### config.mk
export PLATFORM = sky130hd
export DESIGN_NAME = span_painter
export DESIGN_NICKNAME = d
export VERILOG_FILES = /design/src/rtl/span_painter_pkg.sv /design/src/rtl/span_cmd_decode.sv /design/src/rtl/span_painter.sv
export SDC_FILE = /design/constraint.sdc
export NUM_CORES = 1
export LEC_CHECK = 0
export CAP_MARGIN = 20
export CORE_ASPECT_RATIO = 1.2
export CORE_UTILIZATION = 45
export DETAILED_ROUTE_END_ITERATION = 10
export HOLD_SLACK_MARGIN = 0.12
export PLACE_DENSITY = 0.69
export REMOVE_ABC_BUFFERS = 1
export SYNTH_ARGS = -nofsm -noshare
export SYNTH_HDL_FRONTEND = slang
export SYNTH_SLANG_ARGS = --single-unit
### constraint.sdc
create_clock -name clk -period 2.5 [get_ports clk]
set_clock_uncertainty 0.15 [all_clocks]
set_input_delay 0.75 -clock clk [delete_from_list [all_inputs] [get_ports clk]]
set_output_delay 0.75 -clock clk [all_outputs]
set_load 0.01 [all_outputs]
### src/rtl/span_painter_pkg.sv
// Shared opcodes, FSM encoding and command-word field positions for span_painter.
package span_painter_pkg;

    localparam logic [1:0] OP_SPAN  = 2'b00;
    localparam logic [1:0] OP_RECT  = 2'b01;
    localparam logic [1:0] OP_CLEAR = 2'b10;
    localparam logic [1:0] OP_SWAP  = 2'b11;

    typedef enum logic [2:0] {
        S_IDLE, S_FETCH, S_WAIT, S_DECODE, S_FETCH2, S_WAIT2, S_PAINT, S_SWAP
    } state_t;

    typedef enum logic [1:0] {
        REJ_NONE, REJ_ORDER, REJ_XRANGE, REJ_YRANGE
    } reject_t;

    // Positions are relative to the bottom of the used field block; the block
    // itself sits at the top of the command word (op at the MSBs).
    function automatic int field_w(int x_w, int y_w, int color_w);
        return 2 + color_w + y_w + 2 * x_w;
    endfunction

    function automatic int xl_lsb(int x_w);
        return x_w;
    endfunction

    function automatic int y_lsb(int x_w);
        return 2 * x_w;
    endfunction

    function automatic int color_lsb(int x_w, int y_w);
        return 2 * x_w + y_w;
    endfunction

    function automatic int op_lsb(int x_w, int y_w, int color_w);
        return 2 * x_w + y_w + color_w;
    endfunction

endpackage

### src/rtl/span_cmd_decode.sv
// Splits a latched command into its fields and range-checks span/rect geometry.
module span_cmd_decode import span_painter_pkg::*; #(
    parameter int H_RES   = 160,
    parameter int V_RES   = 120,
    parameter int X_W     = 8,
    parameter int Y_W     = 7,
    parameter int COLOR_W = 3,
    parameter int FIELD_W = field_w(X_W, Y_W, COLOR_W)
) (
    input  logic [FIELD_W-1:0] cmd,
    output logic [1:0]         op,
    output logic [COLOR_W-1:0] color,
    output logic [Y_W-1:0]     y,
    output logic [X_W-1:0]     xl,
    output logic [X_W-1:0]     xr,
    output reject_t            reason
);
    localparam int XL_LSB = xl_lsb(X_W);
    localparam int Y_LSB  = y_lsb(X_W);
    localparam int C_LSB  = color_lsb(X_W, Y_W);
    localparam int OP_LSB = op_lsb(X_W, Y_W, COLOR_W);

    localparam logic [X_W:0] H_LIM = (X_W+1)'(H_RES);
    localparam logic [Y_W:0] V_LIM = (Y_W+1)'(V_RES);

    assign op    = cmd[OP_LSB +: 2];
    assign color = cmd[C_LSB +: COLOR_W];
    assign y     = cmd[Y_LSB +: Y_W];
    assign xl    = cmd[XL_LSB +: X_W];
    assign xr    = cmd[0 +: X_W];

    // Only meaningful for SPAN/RECT; the caller ignores it for CLEAR/SWAP.
    always_comb begin
        reason = REJ_NONE;
        if (xl > xr)
            reason = REJ_ORDER;
        else if ({1'b0, xr} >= H_LIM)
            reason = REJ_XRANGE;
        else if ({1'b0, y} >= V_LIM)
            reason = REJ_YRANGE;
    end

endmodule

### src/rtl/span_painter.sv
// Command-driven rasteriser: pops span/rect/clear/swap words from the PRAM FIFO
// and emits one frame-buffer write per cycle the frame buffer accepts.
module span_painter import span_painter_pkg::*; #(
    parameter int H_RES   = 160,
    parameter int V_RES   = 120,
    parameter int X_W     = 8,
    parameter int Y_W     = 7,
    parameter int COLOR_W = 3,
    parameter int ADDR_W  = 15,
    parameter int CMD_W   = 32
) (
    input  logic               clk,
    input  logic               reset,
    input  logic               empty,
    input  logic [CMD_W-1:0]   PRAMdata,
    input  logic               swapBuffers,
    input  logic               fb_ready,
    output logic               re,
    output logic [ADDR_W-1:0]  addr,
    output logic [COLOR_W-1:0] data,
    output logic               we,
    output logic               swapBuffersCommand,
    output logic               busy,
    output logic               err
);
    localparam int FIELD_W = field_w(X_W, Y_W, COLOR_W);
    localparam logic [Y_W:0] V_LIM = (Y_W+1)'(V_RES);

    state_t             state, state_nx;
    logic [FIELD_W-1:0] cmd;
    logic [X_W-1:0]     x, xl, xr;
    logic [Y_W-1:0]     y, y_bot;
    logic [COLOR_W-1:0] color;
    logic [ADDR_W-1:0]  row_base;
    logic               err_r;

    logic [1:0]         d_op;
    logic [COLOR_W-1:0] d_color;
    logic [Y_W-1:0]     d_y;
    logic [X_W-1:0]     d_xl, d_xr;
    reject_t            d_reason;

    logic [Y_W-1:0]     pd_ybot;
    logic               rej, ybot_bad, x_end, y_end;

    span_cmd_decode #(
        .H_RES(H_RES), .V_RES(V_RES), .X_W(X_W), .Y_W(Y_W),
        .COLOR_W(COLOR_W), .FIELD_W(FIELD_W)
    ) u_dec (
        .cmd(cmd), .op(d_op), .color(d_color), .y(d_y),
        .xl(d_xl), .xr(d_xr), .reason(d_reason)
    );

    assign pd_ybot  = PRAMdata[Y_W-1:0];
    assign rej      = (d_reason != REJ_NONE);
    assign ybot_bad = (pd_ybot < y) || ({1'b0, pd_ybot} >= V_LIM);
    assign x_end    = (x == xr);
    assign y_end    = (y == y_bot);

    always_ff @(posedge clk or negedge reset) begin
        if (!reset) state <= S_IDLE;
        else        state <= state_nx;
    end

    always_comb begin
        state_nx = state;
        case (state)
            S_IDLE:   if (!empty) state_nx = S_FETCH;
            S_FETCH:  state_nx = S_WAIT;
            S_WAIT:   state_nx = S_DECODE;
            S_DECODE: begin
                case (d_op)
                    OP_SPAN:  state_nx = rej ? S_IDLE : S_PAINT;
                    OP_RECT:  state_nx = rej ? S_IDLE : S_FETCH2;
                    OP_CLEAR: state_nx = S_PAINT;
                    default:  state_nx = S_SWAP;
                endcase
            end
            S_FETCH2: if (!empty) state_nx = S_WAIT2;
            S_WAIT2:  state_nx = ybot_bad ? S_IDLE : S_PAINT;
            S_PAINT:  if (fb_ready && x_end && y_end) state_nx = S_IDLE;
            S_SWAP:   if (swapBuffers) state_nx = S_SWAP == state ? S_IDLE : state;
            default:  state_nx = S_IDLE;
        endcase
    end

    // Row base is multiplied once per command; subsequent rows just add H_RES.
    always_ff @(posedge clk or negedge reset) begin
        if (!reset) begin
            cmd      <= '0;
            x        <= '0;
            xl       <= '0;
            xr       <= '0;
            y        <= '0;
            y_bot    <= '0;
            color    <= '0;
            row_base <= '0;
            err_r    <= 1'b0;
        end else begin
            case (state)
                S_WAIT: cmd <= PRAMdata[CMD_W-1 -: FIELD_W];
                S_DECODE: begin
                    color <= d_color;
                    if (d_op == OP_CLEAR) begin
                        row_base <= '0;
                        x        <= '0;
                        xl       <= '0;
                        xr       <= X_W'(H_RES - 1);
                        y        <= '0;
                        y_bot    <= Y_W'(V_RES - 1);
                    end else if (d_op != OP_SWAP) begin
                        if (rej) begin
                            err_r <= 1'b1;
                        end else begin
                            row_base <= ADDR_W'(d_y) * ADDR_W'(H_RES);
                            x        <= d_xl;
                            xl       <= d_xl;
                            xr       <= d_xr;
                            y        <= d_y;
                            y_bot    <= d_y;
                        end
                    end
                end
                S_WAIT2: begin
                    if (ybot_bad) err_r <= 1'b1;
                    else          y_bot <= pd_ybot;
                end
                S_PAINT: begin
                    if (fb_ready) begin
                        if (!x_end) begin
                            x <= x + 1'b1;
                        end else if (!y_end) begin
                            x        <= xl;
                            y        <= y + 1'b1;
                            row_base <= row_base + ADDR_W'(H_RES);
                        end
                    end
                end
                default: ;
            endcase
        end
    end

    assign re                 = (state == S_FETCH) || (state == S_FETCH2 && !empty);
    assign we                 = (state == S_PAINT);
    assign addr               = row_base + ADDR_W'(x);
    assign data               = color;
    assign swapBuffersCommand = (state == S_SWAP);
    assign busy               = (state != S_IDLE);
    assign err                = err_r;

endmodule

=== After elaboration in Yosys (flattened, before gate mapping) ===
Cells that the tools add are included.

* Reductions and logical operators: 19
* $lt $le $gt $ge: 5
* Add/sub/neg operators: 4
* Equality and inequality tests: 30
* Mux-type cells: 45
* Multipliers: 1

{| class="wikitable"
|+ Operator list
! operator !! count
|-
| 15-bit two-way mux || 6
|-
| 8-bit two-way mux || 9
|-
| 7-bit two-way mux || 8
|-
| 15-bit one-hot mux with 2 select lines || 1
|-
| 7-bit one-hot mux with 2 select lines || 2
|-
| 3-bit two-way mux || 8
|-
| 3-bit one-hot mux with 8 select lines || 1
|-
| 2-bit != test (second input constant) || 11
|-
| 8-bit one-hot mux with 2 select lines || 1
|-
| 15-bit by 8-bit adder with 15-bit output || 1
|-
| 15-bit by 8-bit adder with 15-bit output (second input constant) || 1
|-
| 5-bit AND reduction || 3
|-
| 7-bit greater-or-equal comparator (second input constant) || 2
|-
| 3-bit equality test (second input constant) || 4
|-
| 7-bit by 3-bit multiplier with 10-bit output (second input constant) || 1
|-
| 3-bit != test (second input constant) || 3
|-
| 3-bit one-hot mux with 3 select lines || 1
|-
| 8-bit by 1-bit adder with 8-bit output (second input constant) || 1
|-
| 8-bit equality test || 1
|-
| 8-bit greater-or-equal comparator (second input constant) || 1
|-
| 8-bit > comparator || 1
|-
| 2-bit by 1-bit != test with 1-bit output (second input constant) || 4
|-
| 2-bit nonzero test || 4
|-
| 7-bit by 1-bit adder with 7-bit output (second input constant) || 1
|-
| other kinds (19) || 28
|}

* Input port bits: 37
* Logic and storage cells: 114
* Register bits: 88
* Output and inout bits: 23

=== Depth between registers and ports, before layout ===
Gate-level depths: netlist (run 1).

* Depth in word-level cells: 9
* Depth in mapped cells: 11
* Mapped depth without buffers: 10

=== By module ===
A second synthesis (run 1) with hierarchy kept.

* Cell total of the unflattened synthesis: 578
* Area total of the unflattened synthesis: 5457.7 um2

{| class="wikitable"
|+ Modules (own cells, without submodules)
! module !! area an instance (um2) !! times used !! cells an instance !! sequential area each (um2)
|-
| span_painter || 5008.6 || 1 || 516 || 2077.0
|-
| span_cmd_decode || 449.2 || 1 || 62 || 0.0
|}

=== Worst setup path after synthesis (run 1) ===
No wires, ideal clock.

* Kind: reg-to-output
* Start: reg x[6]
* End: out addr[13]
* Arrival: 1.651 ns
* Path slack: -0.051 ns
* Required time: 1.600 ns
* Cell stages (with the launch flop): 8
* Buffers on the path: 0
* Path through: dfrtp_1 > ha_1 > a21oi_1 > inv_1 > a21oi_1 > nor2_1 > nand3_1 > xnor2_1

* Word-level cells in the longest chain between the ends: 1

{| class="wikitable"
|+ Ends and longest elaborated chain
! element !! RTL line !! source
|-
| start, declared || span_painter.sv:31 || <nowiki>logic [X_W-1:0] x, xl, xr;</nowiki>
|-
| start signal, assigned || span_painter.sv:116 || <nowiki>x <= d_xl;</nowiki>
|-
| start signal, assigned || span_painter.sv:131 || <nowiki>x <= x + 1'b1;</nowiki>
|-
| start signal, assigned || span_painter.sv:133 || <nowiki>x <= xl;</nowiki>
|-
| 15-bit by 8-bit adder with 15-bit output || span_painter.sv:146 || <nowiki>assign addr = row_base + ADDR_W'(x);</nowiki>
|-
| end, declared || span_painter.sv:19 || <nowiki>output logic [ADDR_W-1:0] addr,</nowiki>
|}

Every way passes these cells.

=== Final worst setup path (run 1) ===
* Start: reg x[6]
* End: out addr[9]

The elaborated chain is that of the path after synthesis.

==> results of run 1 <==
## state kept, by name, indices dropped and copies added (netlist names)
| name | flops |
|---|---|
| err | 1 |
| row_base | 10 |
| data | 3 |
| xr | 8 |
| cmd | 28 |
| y_bot | 7 |
| x | 8 |
| y | 7 |
| state | 3 |
| xl | 8 |
## cell type report
type	count	area, um2
Timing Repair Buffer	124	1100
Sequential cell	83	2080
Inverter	27	101
Tap cell	132	165
Fill cell	921	4400
Multi-Input combinational cell	387	2830
Clock inverter	6	72.6
Clock buffer	10	239
## worst reg2reg max path, stage by stage (launching register included)
cell and delay [ns]:
dfrtp_1 0.37, inv_1 0.15, ha_4 0.24, a21oi_2 0.17, o21ai_0 0.17, o22ai_2 0.21
nand3_2 0.14, a32oi_4 0.29, buf_12 0.16, mux2_2 0.33
## repair_timing
| action | in CTS | in global routing |
|---|---|---|
| endpoints found under the setup margin | 29 | 27 |
| pin swaps | 8 | 14 |
| resized for setup | 60 | 17 |
| setup buffers | 4 | 4 |
## report_power, final
| part | internal (W) | switching [W] | total (W) |
|---|---|---|---|
| combinational | 0.00259 | 0.00270 | 0.00529 |
| sequential | 0.00198 | 0.000610 | 0.00259 |
| clock | 0.000812 | 0.000575 | 0.00139 |
| total | 0.00538 | 0.00389 | 0.00927 |
## cell usage after synthesis, types with 4 or more instances
master	n	share of area
buf_4	4	0.0060
nand2_1	59	0.044
nor2_1	33	0.025
nand3_1	19	0.019
o21ai_0	34	0.034
mux2_2	26	0.058
ha_1	30	0.074
a31oi_1	4	0.0050
buf_2	11	0.011
xnor2_1	16	0.028
a21oi_1	43	0.043
nand4_1	5	0.0062
o22a_1	6	0.010
nand3b_1	4	0.0060
and3_1	8	0.0099
o31ai_1	4	0.0060
dfrtp_1	83	0.41
clkbuf_1	15	0.011
o21ai_1	12	0.012
o211ai_1	4	0.0060
inv_1	26	0.019
o22ai_1	9	0.011
xor2_1	19	0.033
## worst paths after layout
kind / startpoint / cells after the start / slack, ns / end
max reg2reg: cmd[7] / 9 / 0.02 / x[3]
min in group clk: xl[3] / 2 / 0.32 / xl[3]
max: x[6] / 8 / -0.32 / addr[9]
min reg2reg: xl[3] / 2 / 0.32 / xl[3]
min: reset / 1 / 0.12 / y[2]
max in group asynchronous: reset / 2 / 1.54 / state[1]
## metal layers
metal / share of wire / vias up / track usage
met5: 0 / - / 0
met4: 0.024 / 0 / 0.104
met3: 0.034 / 27 / 0.0327
met2: 0.52 / 105 / 0.411
met1: 0.42 / 2120 / 0.279
li1: - / 2076 / -
## stage by stage
step / cell area [um2] / hold slack [ns] / setup slack, ns
after global placement: 6120 / 0.294 / -0.455
final: 6590 / 0.119 / -0.316
after floorplan: 4870 / 0.283 / -0.0511
after global routing: 6590 / 0.131 / -0.382
after CTS: 6480 / 0.124 / -0.302
after detailed placement: 6120 / 0.303 / -0.479
## kinds of logic (layout without fill, tap and decap cells)
kind of cell / after synthesis / count (layout) / synth area share
buffers and inverters: 61 / 167 / 0.0556
adders and majority gates: 31 / 31 / 0.0784
muxes: 29 / 29 / 0.0642
AOI/OAI and AO/OA: 143 / 143 / 0.179
and+or+nand+nor: 149 / 149 / 0.150
xor gates and xnor gates: 35 / 35 / 0.0608
DFF: 83 / 83 / 0.412
==> impl_metrics.json, run 1 <==
{
  "status": "finished, violations left",
  "wl_per_cell_um": 17.0,
  "max_freq_mhz": 355,
  "ctsHoldBuffers": 0,
  "antenna_left": 0,
  "grt_max_degree": 35,
  "syn_area_um2": 5040,
  "slew_headroom": 0.498,
  "die_h_um": 118,
  "finalMaxSlewViolations": 0,
  "hold_class": "in2async",
  "gr-usage-all-layers": 0.232,
  "stdcell_count": 769,
  "path_class": "reg2out",
  "layout.nets": 700,
  "violations": "setup timing",
  "die_w_um": 98.7,
  "crit_arrival_ns": 1.92,
  "final_common_cell": "dfrtp_1",
  "async_reset_ff_frac": 1.00,
  "io_pins": 60,
  "grt.overflow.total": 0,
  "startpoint_type": "flip-flop",
  "setup_violations": 7,
  "antenna_found_initial": 0,
  "drt_iter0_drc": 248,
  "gp_congestion": 0.843,
  "n_antenna_cell": 0,
  "core_area_um2": 11000,
  "seq_area_frac_synth": 0.412,
  "worst_pin_slew_ns": 0.753,
  "worst_slack_ns": -0.316,
  "avgViaCountPerCell": 5.63,
  "drt_wl_total_um": 13100,
  "ys_ff_latch": 83,
  "crit_buf_inv": 3,
  "final_cell_mix": "dfrtp_1 (79), buf_4 (60), nand2_1 (59)",
  "slowest_delay_ns": 0.42,
  "clock_latency_ns": 0.35,
  "power_w": 0.00927,
  "area_growth_pct": 30.6,
  "worst_setup_path_end_kind": "output port",
  "crit_top_cell": "a21oi_4",
  "post-route-util": 0.600,
  "ys.flop_type": "dfrtp_1",
  "ctsRootBufferMaster": "clkbuf_16",
  "dr.pass1.iters": 4,
  "rows": 42,
  "ctsHtreeMaxLevel": 3,
  "power.leakage_nw": 2.97,
  "timing.setup.tns_ns": -1.90,
  "synth_cell_type_count": 62,
  "cts_sinks": 83,
  "yosysWarnings": 0,
  "hold_viol_final": 0,
  "rsz0062_at_grt": "yes",
  "cpLargestDelayFamily": "flip-flops",
  "dp_cells": 746,
  "port_buffers": 59,
  "worstPathRequired_ns": 1.60,
  "vias": 4328,
  "fin_crit_ns": 2.82,
  "path_cells": "ha_4 > a21oi_4 > inv_2 > a21oi_4 > buf_6 > nand2b_4 > xnor2_2 > buf_2",
  "clk_path_buf_depth": 2,
  "die_area_um2": 11600,
  "critical_path.slowest_cell": "dfrtp_1",
  "cts_tree": "done",
  "drc": 0,
  "worstPathMaxFanout": 4,
  "start_util": 0.459,
  "grt_pass1_vias": 4327,
  "peakVddDrop_mv": 0.516,
  "fin_crit_sh": 1.13,
  "synth-edff-count": 0,
  "syn_avg_cell_area_um2": 9.50,
  "maxCapViolations": 0,
  "place.detailed.hpwl_um": 9280,
  "clkTransAtPathRegs_ns": 0.06,
  "drive_gt1_frac": 0.253,
  "netlist_instances": 531,
  "grt_pass1_wl_um": 21000,
  "cts_inserted_buffers": 9,
  "p_per_area_nw_per_um2": 1410
}
No activity file was read; power rests on OpenSTA's default activity.
==> run 2: changes to the inputs <==
PLACE_DENSITY = not set   (was 0.69)
PLACE_DENSITY_LB_ADDON = 0.05   (was not set)
==> run 2 against run 1 <==
  * Die area stayed put
  * Clock power shrank 6%
  * Highest routed layer unchanged
  * Sequential share of layout area shrank 0.79 points
  * The flow still finishes with violations (setup timing)
  * Critical path depth unchanged
  * Largest cell class unchanged
==> impl_metrics.json, run 2 (synthesized netlist as in run 1, its figures left out) <==
{
  "maxCapViolations": 0,
  "final_common_cell": "buf_4",
  "fin_hold_ws_ns": 0.154,
  "finalMaxSlewViolations": 0,
  "setup_violations": 8,
  "reg2reg_to": "row_base[5]",
  "crit_arrival_ns": 1.92,
  "clkTransAtPathRegs_ns": 0.06,
  "worst_setup_path_end_kind": "output port",
  "r2r_cells": 9,
  "drive_gt1_frac": 0.278,
  "grt_util_met3": 0.0338,
  "avgViaCountPerCell": 5.45,
  "worst_pin_slew_ns": 0.747,
  "grt.overflow.total": 0,
  "top_regs": "cmd x28, row_base x10",
  "port_buffers": 59,
  "clock_latency_ns": 0.34,
  "fin_crit_sh": 1.13,
  "largest_reg_flops": 28,
  "nFillCells": 945,
  "io_pins": 60,
  "ff2ff_setup_slack_ns": 0.04,
  "violations": "setup timing",
  "drt_wl_total_um": 13100,
  "die_h_um": 118,
  "stdcell_count": 793,
  "worstPathRequired_ns": 1.60,
  "rows": 42,
  "slew_headroom": 0.502,
  "antenna_left": 0,
  "grt_util_met2": 0.414,
  "antenna_found_initial": 0,
  "clk_path_buf_depth": 2,
  "dr.pass1.iters": 8,
  "ctsRootBufferMaster": "clkbuf_16",
  "p_per_area_nw_per_um2": 1390,
  "top_usage_layer": "met2",
  "vias": 4320,
  "rsz0062_at_grt": "yes",
  "worst_slack_ns": -0.316,
  "die_area_um2": 11600,
  "max_freq_mhz": 355,
  "grt_pass1_vias": 4252,
  "n_antenna_cell": 0,
  "path_class": "reg2out",
  "grt_max_degree": 42,
  "cts_tree": "done",
  "top_register": "cmd",
  "grtUsageMet1": 0.290,
  "hold_viol_final": 0,
  "hold_class": "in2async",
  "drc": 0,
  "core_area_um2": 11000,
  "placed_cell_area_um2": 6230,
  "power.leakage_nw": 3.11,
  "design_area_um2": 6750,
  "wl_per_cell_um": 16.5,
  "place.detailed.hpwl_um": 9490,
  "gr-usage-all-layers": 0.235,
  "area_growth_pct": 33.8,
  "ctsHtreeMaxLevel": 3,
  "cts_sinks": 83,
  "worstPathMaxFanout": 4,
  "dp_cells": 764,
  "ctsHoldBuffers": 0,
  "start_util": 0.459,
  "final_cell_mix": "buf_4 (85), dfrtp_1 (80), nand2_1 (58)",
  "startpoint_type": "flip-flop",
  "peakVddDrop_mv": 0.574,
  "grt_pass1_wl_um": 21300,
  "layout.nets": 725,
  "startpoint": "x[6]",
  "fin_crit_ns": 2.82,
  "reg2reg_from": "cmd[9]",
  "cts_inserted_buffers": 9,
  "drt_iter0_drc": 189,
  "gp_congestion": 0.845,
  "die_w_um": 98.7,
  "status": "finished, violations left"
}
[run 2: cell count changes in the layout (fill, tap and decap cells not counted), sizes merged]
| cell | delta |
|---|---|
| buf | +25 |
| inv | -2 |
| clkinvlp | +1 |
[run 2: worst max path at each step]
| stage | to | depth (start not counted) |
|---|---|---|
| 2_1_floorplan | addr[13] | 7 |
| 3_3_place_gp | addr[14] | 8 |
| 3_5_place_dp | addr[9] | 9 |
| 4_1_cts | addr[9] | 8 |
| 5_1_grt | addr[9] | 8 |
| 6_report | addr[9] | 8 |
[run 2: through the flow]
step           worst slack (ns)  total power [W]  utilization  TNS (ns)
2_1_floorplan           -0.0511          0.00554            -   -0.0977
3_3_place_gp             -0.452          0.00762        0.567     -5.72
3_5_place_dp             -0.473          0.00770        0.567     -6.44
4_1_cts                  -0.309          0.00917        0.600     -1.85
5_1_grt                  -0.388           0.0101        0.615     -2.58
6_report                 -0.316          0.00939        0.615     -1.88
[run 2: per-layer routing]
metal | share of wire | wire [um]
met5 | 0 | 0
met4 | 0.017 | 225
met3 | 0.034 | 442
met1 | 0.44 | 5710
met2 | 0.51 | 6720
[run 2: repair_timing]
action,CTS,global route
endpoints found under the setup margin,15,26
pin swaps,6,11
resized for setup,55,31
buffers inserted,8,7
[run 2: final cells by class]
cell class | count | area, um2 | area share
clock buffers | 10 | 229 | 0.0339
well taps | 132 | 165 | 0.0245
multi-input cells | 387 | 2850 | 0.423
clock inverters | 5 | 55.1 | 0.00815
flip-flops and latches | 83 | 2080 | 0.308
inverters | 27 | 101 | 0.0150
repair buffers | 149 | 1270 | 0.188
[run 2: critical path, cell delays in order (launching register included)]
cell	delay, ns
dfrtp_1	0.41
ha_4	0.26
a21oi_4	0.14
inv_2	0.06
a21oi_4	0.22
buf_6	0.13
nand2b_4	0.11
xnor2_2	0.10
buf_2	0.15
[run 2: report_power, final]
| part | switching, W | internal, W | total, W |
|---|---|---|---|
| clock | 0.000548 | 0.000765 | 0.00131 |
| combinational | 0.00278 | 0.00278 | 0.00556 |
| sequential | 0.000530 | 0.00198 | 0.00251 |
